### src/rtl/usb_device_protocol_fsm.sv
// Device-side USB transaction FSM for a single endpoint: answers IN tokens with DATA,
// OUT tokens with ACK/NAK, and handles host retries, timeouts and the retry limit.
module usb_device_protocol_fsm #(
    parameter logic [6:0] DEV_ADDR  = 7'd5,
    parameter logic [3:0] DEV_ENDP  = 4'd4,
    parameter logic [7:0] TIMEOUT   = 8'd255,
    parameter logic [3:0] MAX_RETRY = 4'd8
) (
    input  logic        clk,
    input  logic        rst_b,
    input  logic        pkt_received,
    input  logic        crc_correct,
    input  logic [3:0]  pkt_in_pid,
    input  logic [6:0]  pkt_in_addr,
    input  logic [3:0]  pkt_in_endp,
    input  logic [63:0] pkt_in_data,
    input  logic        pkt_sent,
    input  logic        tx_valid,
    input  logic [63:0] tx_data,
    output logic [3:0]  pkt_out_pid,
    output logic [63:0] pkt_out_data,
    output logic        encode,
    output logic        kill,
    output logic        rx_en,
    output logic [63:0] rx_data,
    output logic        rx_data_valid,
    output logic        tx_ack,
    output logic        success,
    output logic        failure
);
    localparam int unsigned PID_W = 4;
    localparam int unsigned DAT_W = 64;
    localparam int unsigned CNT_W = 8;
    localparam int unsigned RTY_W = 4;

    localparam logic [PID_W-1:0] PID_OUT  = 4'b0001;
    localparam logic [PID_W-1:0] PID_IN   = 4'b1001;
    localparam logic [PID_W-1:0] PID_DATA = 4'b0011;
    localparam logic [PID_W-1:0] PID_ACK  = 4'b0010;
    localparam logic [PID_W-1:0] PID_NAK  = 4'b1010;

    typedef enum logic [2:0] {
        S_IDLE,
        S_OUT_DATA,
        S_HS_WAIT,
        S_IN_SEND_WAIT,
        S_IN_ACK
    } state_e;

    state_e             state_q, state_d;
    logic               ret_out_q, ret_out_d;
    logic [CNT_W-1:0]   clk_cnt_q, clk_cnt_d;
    logic [RTY_W-1:0]   retry_q, retry_d;
    logic [PID_W-1:0]   pid_q, pid_d;
    logic [DAT_W-1:0]   data_q, data_d;
    logic [DAT_W-1:0]   rx_data_q, rx_data_d;
    logic               encode_q, encode_d;
    logic               rx_valid_q, rx_valid_d;
    logic               tx_ack_q, tx_ack_d;
    logic               success_q, success_d;
    logic               failure_q, failure_d;

    logic token_hit;
    assign token_hit = pkt_received && crc_correct &&
                       (pkt_in_addr == DEV_ADDR) && (pkt_in_endp == DEV_ENDP);

    // Next-state and registered-output decode
    always_comb begin
        state_d    = state_q;
        ret_out_d  = ret_out_q;
        clk_cnt_d  = clk_cnt_q;
        retry_d    = retry_q;
        pid_d      = pid_q;
        data_d     = data_q;
        rx_data_d  = rx_data_q;
        encode_d   = 1'b0;
        rx_valid_d = 1'b0;
        tx_ack_d   = 1'b0;
        success_d  = 1'b0;
        failure_d  = 1'b0;

        case (state_q)
            S_IDLE: begin
                clk_cnt_d = '0;
                retry_d   = '0;
                if (token_hit && pkt_in_pid == PID_OUT) begin
                    state_d = S_OUT_DATA;
                end else if (token_hit && pkt_in_pid == PID_IN) begin
                    encode_d = 1'b1;
                    if (tx_valid) begin
                        pid_d   = PID_DATA;
                        data_d  = tx_data;
                        state_d = S_IN_SEND_WAIT;
                    end else begin
                        pid_d     = PID_NAK;
                        ret_out_d = 1'b0;
                        state_d   = S_HS_WAIT;
                    end
                end
            end
            S_OUT_DATA: begin
                if (retry_q == MAX_RETRY) begin
                    failure_d = 1'b1;
                    state_d   = S_IDLE;
                end else if (pkt_received && crc_correct && pkt_in_pid == PID_DATA) begin
                    rx_data_d  = pkt_in_data;
                    rx_valid_d = 1'b1;
                    pid_d      = PID_ACK;
                    encode_d   = 1'b1;
                    success_d  = 1'b1;
                    ret_out_d  = 1'b0;
                    state_d    = S_HS_WAIT;
                end else if (pkt_received && !crc_correct) begin
                    retry_d   = retry_q + RTY_W'(1);
                    clk_cnt_d = '0;
                    pid_d     = PID_NAK;
                    encode_d  = 1'b1;
                    ret_out_d = 1'b1;
                    state_d   = S_HS_WAIT;
                end else if (clk_cnt_q == TIMEOUT) begin
                    failure_d = 1'b1;
                    state_d   = S_IDLE;
                end else begin
                    clk_cnt_d = clk_cnt_q + CNT_W'(1);
                end
            end
            S_HS_WAIT: begin
                if (pkt_sent) begin
                    clk_cnt_d = '0;
                    state_d   = ret_out_q ? S_OUT_DATA : S_IDLE;
                end
            end
            S_IN_SEND_WAIT: begin
                if (pkt_sent) begin
                    clk_cnt_d = '0;
                    state_d   = S_IN_ACK;
                end
            end
            S_IN_ACK: begin
                if (retry_q == MAX_RETRY) begin
                    failure_d = 1'b1;
                    state_d   = S_IDLE;
                end else if (pkt_received && crc_correct && pkt_in_pid == PID_ACK) begin
                    tx_ack_d  = 1'b1;
                    success_d = 1'b1;
                    state_d   = S_IDLE;
                end else if (pkt_received || clk_cnt_q == TIMEOUT) begin
                    // Host NAK, garbage or silence: resend whatever the application holds now
                    retry_d  = retry_q + RTY_W'(1);
                    pid_d    = PID_DATA;
                    data_d   = tx_data;
                    encode_d = 1'b1;
                    state_d  = S_IN_SEND_WAIT;
                end else begin
                    clk_cnt_d = clk_cnt_q + CNT_W'(1);
                end
            end
            default: state_d = S_IDLE;
        endcase
    end

    always_ff @(posedge clk or negedge rst_b) begin
        if (!rst_b) begin
            state_q    <= S_IDLE;
            ret_out_q  <= 1'b0;
            clk_cnt_q  <= '0;
            retry_q    <= '0;
            pid_q      <= '0;
            data_q     <= '0;
            rx_data_q  <= '0;
            encode_q   <= 1'b0;
            rx_valid_q <= 1'b0;
            tx_ack_q   <= 1'b0;
            success_q  <= 1'b0;
            failure_q  <= 1'b0;
        end else begin
            state_q    <= state_d;
            ret_out_q  <= ret_out_d;
            clk_cnt_q  <= clk_cnt_d;
            retry_q    <= retry_d;
            pid_q      <= pid_d;
            data_q     <= data_d;
            rx_data_q  <= rx_data_d;
            encode_q   <= encode_d;
            rx_valid_q <= rx_valid_d;
            tx_ack_q   <= tx_ack_d;
            success_q  <= success_d;
            failure_q  <= failure_d;
        end
    end

    // Receiver listens only while a host packet is expected
    assign rx_en = (state_q == S_IDLE) || (state_q == S_OUT_DATA) || (state_q == S_IN_ACK);

    assign pkt_out_pid   = pid_q;
    assign pkt_out_data  = data_q;
    assign encode        = encode_q;
    assign kill          = encode_q;
    assign rx_data       = rx_data_q;
    assign rx_data_valid = rx_valid_q;
    assign tx_ack        = tx_ack_q;
    assign success       = success_q;
    assign failure       = failure_q;

endmodule

### config.mk
export PLATFORM = sky130hd
export DESIGN_NAME = usb_device_protocol_fsm
export DESIGN_NICKNAME = d
export VERILOG_FILES = /design/src/rtl/usb_device_protocol_fsm.sv
export SDC_FILE = /design/constraint.sdc
export NUM_CORES = 1
export LEC_CHECK = 0
export ABC_AREA = 0
export BUFFER_PORTS_ARGS = -buffer_cell sky130_fd_sc_hd__buf_2
export CAP_MARGIN = 10
export CORE_MARGIN = 4
export CORE_UTILIZATION = 48
export DETAILED_ROUTE_END_ITERATION = 8
export HOLD_SLACK_MARGIN = 0.06
export PLACE_DENSITY = 0.81
export SETUP_SLACK_MARGIN = 0.2
export SYNTH_ARGS = -nofsm -noshare
export SYNTH_HDL_FRONTEND = slang
export SYNTH_SLANG_ARGS = --single-unit
### constraint.sdc
create_clock -name clk -period 2.7 [get_ports clk]
set_input_delay 0.54 -clock clk [delete_from_list [all_inputs] [get_ports clk]]
set_output_delay 0.54 -clock clk [all_outputs]
set_load 0.03 [all_outputs]
# After elaboration in Yosys (flattened, before gate mapping)
# Index checks and enable logic that the tools add are counted.
# W data, S select, Z words.
dict set report word_totals {
  input_bits 149
  out_inout_bits 139
  ff_bits 153
}
dict set report op_classes {
  muxes 76
  n_bitwise 1
  n_reduce_logical 25
  n_addsub 2
  n_eq_ne 31
}
# cell count
set op_table {}
lappend op_table {{$mux W64} 6}
lappend op_table {{$pmux W64 S2} 1}
lappend op_table {{$mux W8} 8}
lappend op_table {{$mux W4} 15}
lappend op_table {{$mux W3} 11}
lappend op_table {{$pmux W8 S4} 1}
lappend op_table {{$mux W1} 27}
lappend op_table {{$ne A2 B2 Y1 const B} 13}
lappend op_table {{$pmux W4 S3} 2}
lappend op_table {{$reduce_and A8 Y1} 2}
lappend op_table {{$pmux W3 S5} 1}
lappend op_table {{$reduce_and A7 Y1} 2}
lappend op_table {{$ne A3 B3 Y1 const B} 3}
lappend op_table {{$add A8 B1 Y8 const B} 1}
lappend op_table {{$eq A4 B2 Y1 const B} 2}
lappend op_table {{$eq A4 B4 Y1 const B} 2}
lappend op_table {{$eq A8 B8 Y1 const B} 1}
lappend op_table {{$logic_and A1 B1 Y1} 8}
lappend op_table {{$eq A7 B3 Y1 const B} 1}
lappend op_table {{$eq A3 B2 Y1 const B} 2}
lappend op_table {{$pmux W1 S2} 3}
lappend op_table {{$reduce_and A6 Y1} 1}
lappend op_table {{$ne A5 B5 Y1 const B} 1}
lappend op_table {{$reduce_and A5 Y1} 1}
lappend op_table {{other kinds (17)} 20}

# Depth between registers and ports, before layout
# Gate-level depths: netlist of run 1.
dict set report depth {
  ltp_word 7
  mapped_depth 9
}

# Worst setup path after synthesis of run 1
# OpenSTA, ideal clock, no wires.
dict set report synth_path {
  path_type {input to register}
  from {input pkt_received}
  to {register data_q[0], in the netlist pkt_out_data[0]}
  setup_time_ns 0.125
  stages 8
  required_time_ns 2.575
  path_buffers 3
  arrival_time_ns 1.979
  path_slack_ns 0.596
  path_cell_list {buf_4 -> and4b_2 -> nand4_1 -> o21ai_0 -> o21a_2 -> buf_12 -> buf_12 -> mux2_4}
}
dict set report synth_between {
  elab_chain_cells 6
}
# element line
set synth_rtl {}
lappend synth_rtl {{start: declaration} 11} ;# input logic pkt_received,
lappend synth_rtl {{$logic_and A1 B1 Y1} {64, 143}}
lappend synth_rtl {{$logic_and A1 B1 Y1} 64} ;# assign token_hit = pkt_received && crc_correct &&
lappend synth_rtl {{$logic_and A1 B1 Y1} 65} ;# (pkt_in_addr == DEV_ADDR) && (pkt_in_endp == DEV_ENDP);
lappend synth_rtl {{$logic_and A1 B1 Y1, on equally long branches} {88, 86}}
lappend synth_rtl {{$ne A2 B2 Y1 (no source line)} --}
lappend synth_rtl {{$reduce_and A7 Y1 (no source line) *} --}
lappend synth_rtl {{end signal: assignment} 182} ;# data_q <= data_d;
lappend synth_rtl {{end: declaration} 55} ;# logic [DAT_W-1:0] data_q, data_d;
# Every way passes the cells marked *; elsewhere a longest branch is shown, timed or not.
# A chain may end at the register's enable or synchronous reset.

# Worst setup path after layout of run 1
dict set report layout_path {
  from {register retry_q[0]}
  to {register data_q[28], in the netlist pkt_out_data[28]}
}
dict set report layout_between {
  elab_chain_cells 3
}
# element line
set layout_rtl {}
lappend layout_rtl {{start: declaration} 53} ;# logic [RTY_W-1:0] retry_q, retry_d;
lappend layout_rtl {{start signal: assignment} 180} ;# retry_q <= retry_d;
lappend layout_rtl {{$eq A4 B4 Y1} 140} ;# if (retry_q == MAX_RETRY) begin
lappend layout_rtl {{$ne A2 B2 Y1 (no source line)} --}
lappend layout_rtl {{$reduce_and A7 Y1 (no source line)} --}
# Every way passes these cells.

==> flow_summary.toml, run 1 <==
[placed_design]
place_inst = 891
portBuffers = 286
dpl-instance-area_mm2 = 0.00819
hpwlAfterDp_um = 13600
post-place-ws_ps = 229
gp_congestion = 0.898

[global_route]
grt_pass1_vias = 5039
antenna_found_initial = 0
grt_usage_pct = 22.4
grt_pass1_wl_um = 27700
grt_max_degree = 66
gr-total-overflow = 0

[clock_tree]
h-tree-depth = 4
clock_latency_ps = 410
cts_tree = "built"
hold_buffers = 0
clock-root-buffer = "clkbuf_16"
postCtsResizedCells = 0
clk_path_buf_depth = 2
cts.sink_count = 152
cts_setup_buffers = 0
cts_made_buffers = 17
cts.clk_slew.worst_paths_ps = 60

[layout]
finalCoreUtilization_pct = 66.0
layout-drive-gt1-share_pct = 62.4
diodes = 0
final_cells = 923
fin_nets = 886
layout_common_cells = "285 x buf_2, 152 x dfrtp_1, 65 x mux2_2, 60 x mux2_4, 17 x clkbuf_16"
final_common_cell = "buf_2"
nFillCells = 981
areaGrowthSynthToFinish_pct = 33.3
fin_area_mm2 = 0.00880

[floorplanning]
io_pins = 288
dieArea_mm2 = 0.0157
rows = 42
die_h_um = 125
start_util_pct = 49.5
core_mm2 = 0.0133
chipWidth_um = 125

[worst_setup_path]
cp.arrival_ps = 2660
crit_buf_inv = 2
cpMaxStageDelayCell = "dfrtp_1"
worstPathCellList = "inv_1 -> ha_1 -> and3b_1 -> a31o_2 -> nor3_2 -> o21a_4 -> buf_12 -> mux2_4"
end_kind = "register"
cp.required_ps = 2990
critical_path.max_fanout = 21
critPathTopFamily = "compound AO/OA/AOI/OAI gates"
cp-start-kind = "register"
critPathKind = "register to register"
max_stage_delay_ps = 380

[detailed_routing]
ant_nets = 0
drt_iter0_markers = 197
wirelength_um = 17600
drc = 0
via_per_inst = 5.15
dr.pass1.iters = 4
wl_per_cell_um = 19.0
route.vias.total = 4749

[sta]
worst_slew_pin_slew_ps = 500
drv_slew = 0
finalSetupViolCount = 0
timing.final.crit_share_pct = 87.7
hold_ws_ps = 57.3
post-route-min-period_ps = 2370
fin_ws_ps = 332
hold_viol_final = 0
setup_tns_ps = 0
relSlewSlack_pct = 66.4
fmax_mhz = 422
rsz0062_at_grt = "no"
clock_skew_ps = 6.35

[synthesis]
synth_warnings = 0
yosys_register_bits = 152
synth-main-ff-cell = "dfrtp_1"
syn-num-nets = 591
ys_async_sr_fraction_pct = 100
syn-cell-area_mm2 = 0.00661
synth_top_area_cell = "dfrtp_1"
syn_area_per_cell_um2 = 15.0
yosysTopAreaCellShare_pct = 57.6
synth_edf_count = 0
synth_cell_types = 55
ys_seq_area_share_pct = 57.6
synthCells = 439
ys_top_cells_by_area = "dfrtp_1 58%, mux2_4 14%, mux2_2 11%, buf_12 2.1%, buf_4 1.0%"

[worst_hold_path]
hp-class = "primary input to asynchronous set/reset pin"

[power_and_ir_drop]
total_power_mw = 11.5
vdd_drop_max_mv = 0.535
power.leakage_nw = 4.63
p_per_area_mw_per_mm2 = 1310

[flow_run]
drv_cap = 0

[status]
status = "finished, final reports clean"
-- logic make-up (layout without fill, tap and decap cells) --
family | Yosys count | after routing | share of synthesized area, %
flip-flops | 152 | 152 | 57.6
multiplexers | 134 | 134 | 26.2
AND/OR/NAND/NOR | 73 | 73 | 6.78
AO/OA/AOI/OAI | 44 | 44 | 4.64
buffers and inverters | 31 | 339 | 4.09
adder cells (fa/ha/maj) | 3 | 3 | 0.568
other | 1 | 1 | 0.0568
XOR/XNOR | 1 | 1 | 0.133
-- cell usage after synthesis (4+ instances only) --
| master | count |
|---|---|
| buf_4 | 9 |
| nor2_1 | 10 |
| dfrtp_1 | 152 |
| or3_1 | 4 |
| inv_1 | 9 |
| mux2_2 | 65 |
| mux2_4 | 60 |
| nor2b_1 | 4 |
| nand2_1 | 13 |
| o21ai_0 | 8 |
| buf_12 | 7 |
| a21oi_1 | 10 |
| mux2_1 | 4 |
| buf_2 | 5 |
| mux2i_1 | 5 |
| nor3_1 | 4 |
| nand3_1 | 9 |
| nand4_1 | 5 |
-- where the power goes --
| group | internal [mW] | switching [mW] | total (mW) |
|---|---|---|---|
| registers | 3.18 | 0.527 | 3.70 |
| logic | 2.17 | 3.19 | 5.37 |
| clock network | 1.55 | 0.874 | 2.42 |
-- final timing paths --
kind,start,endpoint,slack [ps],cells after the start
min in group clk,tx_data[38],pkt_out_data[38],350,2
max in group asynchronous,rst_b,rx_data[13],1960,2
setup reg to reg,retry_q[0],pkt_out_data[28],330,8
setup / recovery,retry_q[0],pkt_out_data[28],330,8
hold / removal,rst_b,pkt_out_data[15],60,1
hold reg to reg,pkt_out_pid[1],pkt_out_pid[1],470,1
-- metal layers --
metal | share of wire, % | GRT usage [%]
met5 | 0 | 0
met4 | 2.4 | 8.67
met3 | 5.6 | 4.86
met2 | 55 | 41.9
met1 | 37 | 24.6
-- sequential cells by signal (all words and copies together), names as in the netlist --
name / count
rx_data: 64
retry_q: 4
ret_out_q: 1
tx_ack: 1
pkt_out_data: 64
failure: 1
clk_cnt_q: 8
success: 1
rx_data_valid: 1
pkt_out_pid: 3
encode: 1
state_q: 3
-- cell type report --
| type | instances | area [µm²] | area share, % |
|---|---|---|---|
| sequential | 152 | 3800 | 43.2 |
| tap | 176 | 220 | 2.50 |
| clock inverter | 8 | 118 | 1.34 |
| inverter | 9 | 33.8 | 0.384 |
| timing repair buffer | 298 | 1590 | 18.1 |
| clock buffer | 24 | 492 | 5.59 |
| multi-input combinational | 256 | 2550 | 28.9 |
Power figures use the tool's default switching activity.
==> run 2, diff against run 1 <==
--- a/config.mk
+++ b/config.mk
@@ -7,12 +7,13 @@
 export LEC_CHECK = 0
 export ABC_AREA = 0
 export BUFFER_PORTS_ARGS = -buffer_cell sky130_fd_sc_hd__buf_2
-export CAP_MARGIN = 10
+export CAP_MARGIN = 20
 export CORE_MARGIN = 4
 export CORE_UTILIZATION = 48
 export DETAILED_ROUTE_END_ITERATION = 8
 export HOLD_SLACK_MARGIN = 0.06
 export PLACE_DENSITY = 0.81
+export REMOVE_ABC_BUFFERS = 1
 export SETUP_SLACK_MARGIN = 0.2
 export SYNTH_ARGS = -nofsm -noshare
 export SYNTH_HDL_FRONTEND = slang
==> run 2 against run 1 <==
Net effect: via count down 0.91%; design area down 0.17%; combinational power down 2%; routed wire length down 7.5%; sequential power about the same; sequential share of layout area up 0.074 points; register-to-register slack better by 70 ps; critical path depth unchanged.
==> flow_summary.toml, run 2 (synthesized netlist as in run 1, its figures left out) <==
[layout]
fin_nets = 884
areaGrowthSynthToFinish_pct = 33.0
diodes = 0
finalCoreUtilization_pct = 65.8
area.sequential_mm2 = 0.00380
nFillCells = 987
fin_area_mm2 = 0.00879
multi_input_area_mm2 = 0.00255
layout-drive-gt1-share_pct = 62.5
layout_common_cells = "285 x buf_2, 152 x dfrtp_1, 65 x mux2_2, 60 x mux2_4, 17 x clkbuf_16"
final_common_cell = "buf_2"

[power_and_ir_drop]
power.leakage_nw = 4.62
total_power_mw = 11.5
vdd_drop_max_mv = 0.728
p_per_area_mw_per_mm2 = 1310

[clock_tree]
postCtsResizedCells = 0
clock_latency_ps = 420
cts.clk_slew.worst_paths_ps = 60
cts.sink_count = 152
clock-root-buffer = "clkbuf_16"
cts_tree = "built"
cts_setup_buffers = 0
h-tree-depth = 4
hold_buffers = 0
cts_made_buffers = 17
clk_path_buf_depth = 2

[floorplanning]
chipWidth_um = 125
start_util_pct = 49.5
core_mm2 = 0.0133
dieArea_mm2 = 0.0157
io_pins = 288
rows = 42
die_h_um = 125

[worst_setup_path]
worstPathCellList = "inv_1 -> ha_1 -> and3b_1 -> a31o_2 -> nor3_2 -> o21a_4 -> buf_12 -> mux2_1"
cp.required_ps = 2990
crit_cells = 8
rr_worst_depth = 8
critical_path.max_fanout = 33
reg2reg_setup_slack_ps = 410
cpMaxStageDelayCell = "dfrtp_1"
cp-start-kind = "register"
critPathKind = "register to register"
cp.arrival_ps = 2580
worstReg2RegStart = "retry_q[0]"
end_kind = "register"
r2r_end = "pkt_out_data[58]"
crit_buf_inv = 2
max_stage_delay_ps = 360
critPathTopFamily = "compound AO/OA/AOI/OAI gates"

[sta]
relSlewSlack_pct = 65.3
finalSetupViolCount = 0
post-route-min-period_ps = 2290
fmax_mhz = 436
timing.final.crit_share_pct = 84.9
rsz0062_at_grt = "no"
worst_slew_pin_slew_ps = 521
drv_slew = 0
hold_viol_final = 0
setup_tns_ps = 0
clock_skew_ps = 15.8

[detailed_routing]
wl_per_cell_um = 17.7
drt_iter0_markers = 257
ant_nets = 0
wirelength_um = 16200
dr.pass1.iters = 4
route.vias.total = 4706
drc = 0
via_per_inst = 5.12

[global_route]
gr-total-overflow = 0
grt_max_degree = 66
grt_pass1_wl_um = 26500
grt_usage_pct = 21.0
grt_pass1_vias = 5123
antenna_found_initial = 0

[placed_design]
gp_congestion = 0.896
dpl-instance-area_mm2 = 0.00817
portBuffers = 286
hpwlAfterDp_um = 12400

[flow_run]
drv_cap = 0

[status]
status = "finished, final reports clean"

[worst_hold_path]
hp-class = "primary input to asynchronous set/reset pin"
[run 2: area by class of cell]
type	count	share of cell area [%]
repair buffers	296	17.8
well taps	176	2.51
flip-flops and latches	152	43.3
clock inverters	13	2.19
multi-input cells	256	29.0
clock buffers	18	4.88
inverters	9	0.384
[run 2: power by group]
group / total [mW] / internal [mW] / switching [mW]
clock: 2.49 / 1.56 / 0.933
sequential: 3.72 / 3.18 / 0.538
combinational: 5.27 / 2.15 / 3.13
[run 2: worst max-delay path by stage]
stage | from | to | slack [ps]
floorplan | pkt_in_pid[2] | rx_data[0] | -1570
global placement | pkt_in_addr[1] | pkt_out_data[60] | 270
finish | retry_q[0] | pkt_out_data[58] | 410
CTS | retry_q[0] | pkt_out_data[58] | 400
detailed placement | pkt_in_addr[1] | pkt_out_data[58] | 180
global route | retry_q[0] | pkt_out_data[58] | 280
[run 2: routing by layer]
layer,track usage [%],vias up,part of all wire [%]
met4,7.40,0,2.0
met1,24.1,2306,39
met2,37.6,208,53
met5,0,-,0
met3,6.06,25,6.5
li1,-,2167,-
[run 2: metrics by stage]
step / hold WS [ps] / instances / worst slack (ps)
floorplan: 244 / 417 / -1570
global placement: 447 / 889 / 272
detailed placement: 461 / 889 / 180
CTS: 86.6 / 920 / 405
global route: 107 / 920 / 279
finish: 82.7 / 920 / 407
==> run 3, diff against run 2 <==
--- a/config.mk
+++ b/config.mk
@@ -9,10 +9,10 @@
 export BUFFER_PORTS_ARGS = -buffer_cell sky130_fd_sc_hd__buf_2
 export CAP_MARGIN = 20
 export CORE_MARGIN = 4
-export CORE_UTILIZATION = 48
+export CORE_UTILIZATION = 43
 export DETAILED_ROUTE_END_ITERATION = 8
 export HOLD_SLACK_MARGIN = 0.06
-export PLACE_DENSITY = 0.81
+export PLACE_DENSITY = 0.76
 export REMOVE_ABC_BUFFERS = 1
 export SETUP_SLACK_MARGIN = 0.2
 export SYNTH_ARGS = -nofsm -noshare
==> constraint.sdc (replaced) <==
create_clock -name clk -period 2.05 [get_ports clk]
set_input_delay 0.41 -clock clk [delete_from_list [all_inputs] [get_ports clk]]
set_output_delay 0.41 -clock clk [all_outputs]
set_load 0.03 [all_outputs]
==> run 3 against run 2 <==
Net effect: the flow now finishes with violations (negative setup slack); utilization up 0.39 points; power is 43% higher; non-clock buffer count increased by 73; critical path depth unchanged; fmax up 9.8%; combinational power is 57% higher; routed wire length is 25% higher; critical path type unchanged; critical endpoint is now pkt_out_data[38]; largest cell class unchanged; largest power group unchanged.
==> flow_summary.toml, run 3 (synthesized netlist as in run 1, its figures left out) <==
[worst_hold_path]
hp-class = "primary input to register"

[power_and_ir_drop]
vdd_drop_max_mv = 0.718
power.leakage_nw = 5.18
p_per_area_mw_per_mm2 = 1640
total_power_mw = 16.5

[worst_setup_path]
end_kind = "register"
max_stage_delay_ps = 360
cp.required_ps = 2360
cpMaxStageDelayCell = "dfrtp_1"
cp.arrival_ps = 2400
critical_path.max_fanout = 10
critPathKind = "register to register"
crit_buf_inv = 2
worstPathCellList = "inv_2 -> ha_4 -> and3b_1 -> a31o_4 -> nor3_4 -> o21a_4 -> buf_4 -> mux2_4"
critPathTopFamily = "compound AO/OA/AOI/OAI gates"
cp-start-kind = "register"

[layout]
final_common_cell = "buf_2"
finalCoreUtilization_pct = 66.2
final_cells = 1007
fin_area_mm2 = 0.0100
layout_common_cells = "284 x buf_2, 152 x dfrtp_1, 122 x mux2_4, 50 x buf_4, 23 x clkbuf_16"
nFillCells = 1077
layout-drive-gt1-share_pct = 69.1
areaGrowthSynthToFinish_pct = 51.8
area.sequential_mm2 = 0.00380
fin_nets = 957
multi_input_area_mm2 = 0.00297

[detailed_routing]
ant_nets = 0
route.vias.total = 5179
wirelength_um = 20200
dr.pass1.iters = 5
drt_iter0_markers = 395
wl_per_cell_um = 20.1
drc = 0
via_per_inst = 5.14

[sta]
hold_ws_ps = 197
drv_slew = 0
worst_slew_pin_slew_ps = 501
rsz0062_at_grt = "yes"
finalSetupViolCount = 64
hold_viol_final = 0
fin_ws_ps = -38.7
fmax_mhz = 479
clock_skew_ps = 9.88
timing.final.crit_share_pct = 102
relSlewSlack_pct = 66.6
post-route-min-period_ps = 2090

[placed_design]
gp_congestion = 0.862
portBuffers = 286
dpl-instance-area_mm2 = 0.00845
place_inst = 935
hpwlAfterDp_um = 13100

[floorplanning]
io_pins = 288
chipWidth_um = 132
start_util_pct = 43.6
rows = 45
core_mm2 = 0.0151
die_h_um = 132
dieArea_mm2 = 0.0174

[clock_tree]
cts.sink_count = 152
cts_tree = "built"
clock-root-buffer = "clkbuf_16"
cts_made_buffers = 17
h-tree-depth = 4
clk_path_buf_depth = 2
clock_latency_ps = 430
cts.clk_slew.worst_paths_ps = 70

[global_route]
grt_usage_pct = 20.6
grt_pass1_wl_um = 28200
antenna_found_initial = 1
grt_pass1_vias = 5153
gr-total-overflow = 0
grt_max_degree = 90

[flow_run]
drv_cap = 0

[status]
status = "complete, but fails checks"
violations = "negative setup slack"
-- run 3: cell count changes in the layout (fill, tap and decap cells not counted), moves of 5 or more --
| cell | before | now |
|---|---|---|
| mux2_4 | 60 | 122 |
| a21oi_1 | 10 | 4 |
| buf_6 | 1 | 15 |
| o21ai_0 | 8 | 3 |
| buf_4 | 6 | 50 |
| buf_12 | 4 | 10 |
| mux2_2 | 65 | 3 |
| clkbuf_16 | 17 | 23 |
-- run 3: what timing repair did --
item | CTS | global route
buffers inserted | 12 | 16
pin swaps | 11 | 20
setup endpoints to repair | 140 | 142
hold buffers | 1 | 0
gates cloned | 0 | 10
endpoints found under the hold margin | 65 | 0
resized for setup | 26 | 103
-- run 3: worst reg2reg max path, cell delays in order (launching register included) --
cell	delay [ps]
dfrtp_1	360
inv_2	60
ha_4	150
and3b_1	210
a31o_4	230
nor3_4	140
o21a_4	270
buf_4	240
mux2_4	320
-- run 3: worst paths after layout --
check | from | endpoint | slack (ps) | depth (start not counted)
max reg2reg | retry_q[1] | pkt_out_data[38] | -40 | 8
max in group asynchronous | rst_b | rx_data[40] | 1010 | 3
min in group asynchronous | rst_b | pkt_out_data[10] | 360 | 2
min reg2reg | pkt_out_pid[1] | pkt_out_pid[1] | 480 | 1
min | tx_data[58] | pkt_out_data[58] | 200 | 2
max | retry_q[1] | pkt_out_data[38] | -40 | 8
-- run 3: power by group --
group	leakage, nW	internal [mW]	total [mW]	switching (mW)
logic	2.95	3.72	8.30	4.58
clock network	0.298	1.88	3.28	1.39
registers	1.93	4.18	4.89	0.706
total	5.18	9.79	16.5	6.68
-- run 3: cell type report --
| class | instances | area share (%) |
|---|---|---|
| multi-input cells | 256 | 29.6 |
| clock buffers | 18 | 4.38 |
| flip-flops and latches | 152 | 37.9 |
| inverters | 9 | 0.337 |
| well taps | 188 | 2.35 |
| diodes | 1 | 0.0249 |
| clock inverters | 14 | 1.75 |
| repair buffers | 369 | 23.6 |
-- run 3: stage by stage --
stage | TNS, ps | setup slack [ps]
after global placement | -5220 | -109
after global routing | -6650 | -128
after CTS | -141 | -20.1
after floorplan | -203410 | -2190
after detailed placement | -4700 | -104
final | -1190 | -38.7
-- run 3: metal layers --
metal	up-vias	part of all wire [%]	track usage, %
met5	-	0	0
met1	2604	40	24.8
met3	39	5.3	5.88
met4	0	2.7	7.23
li1	2324	-	-
met2	212	52	35.3
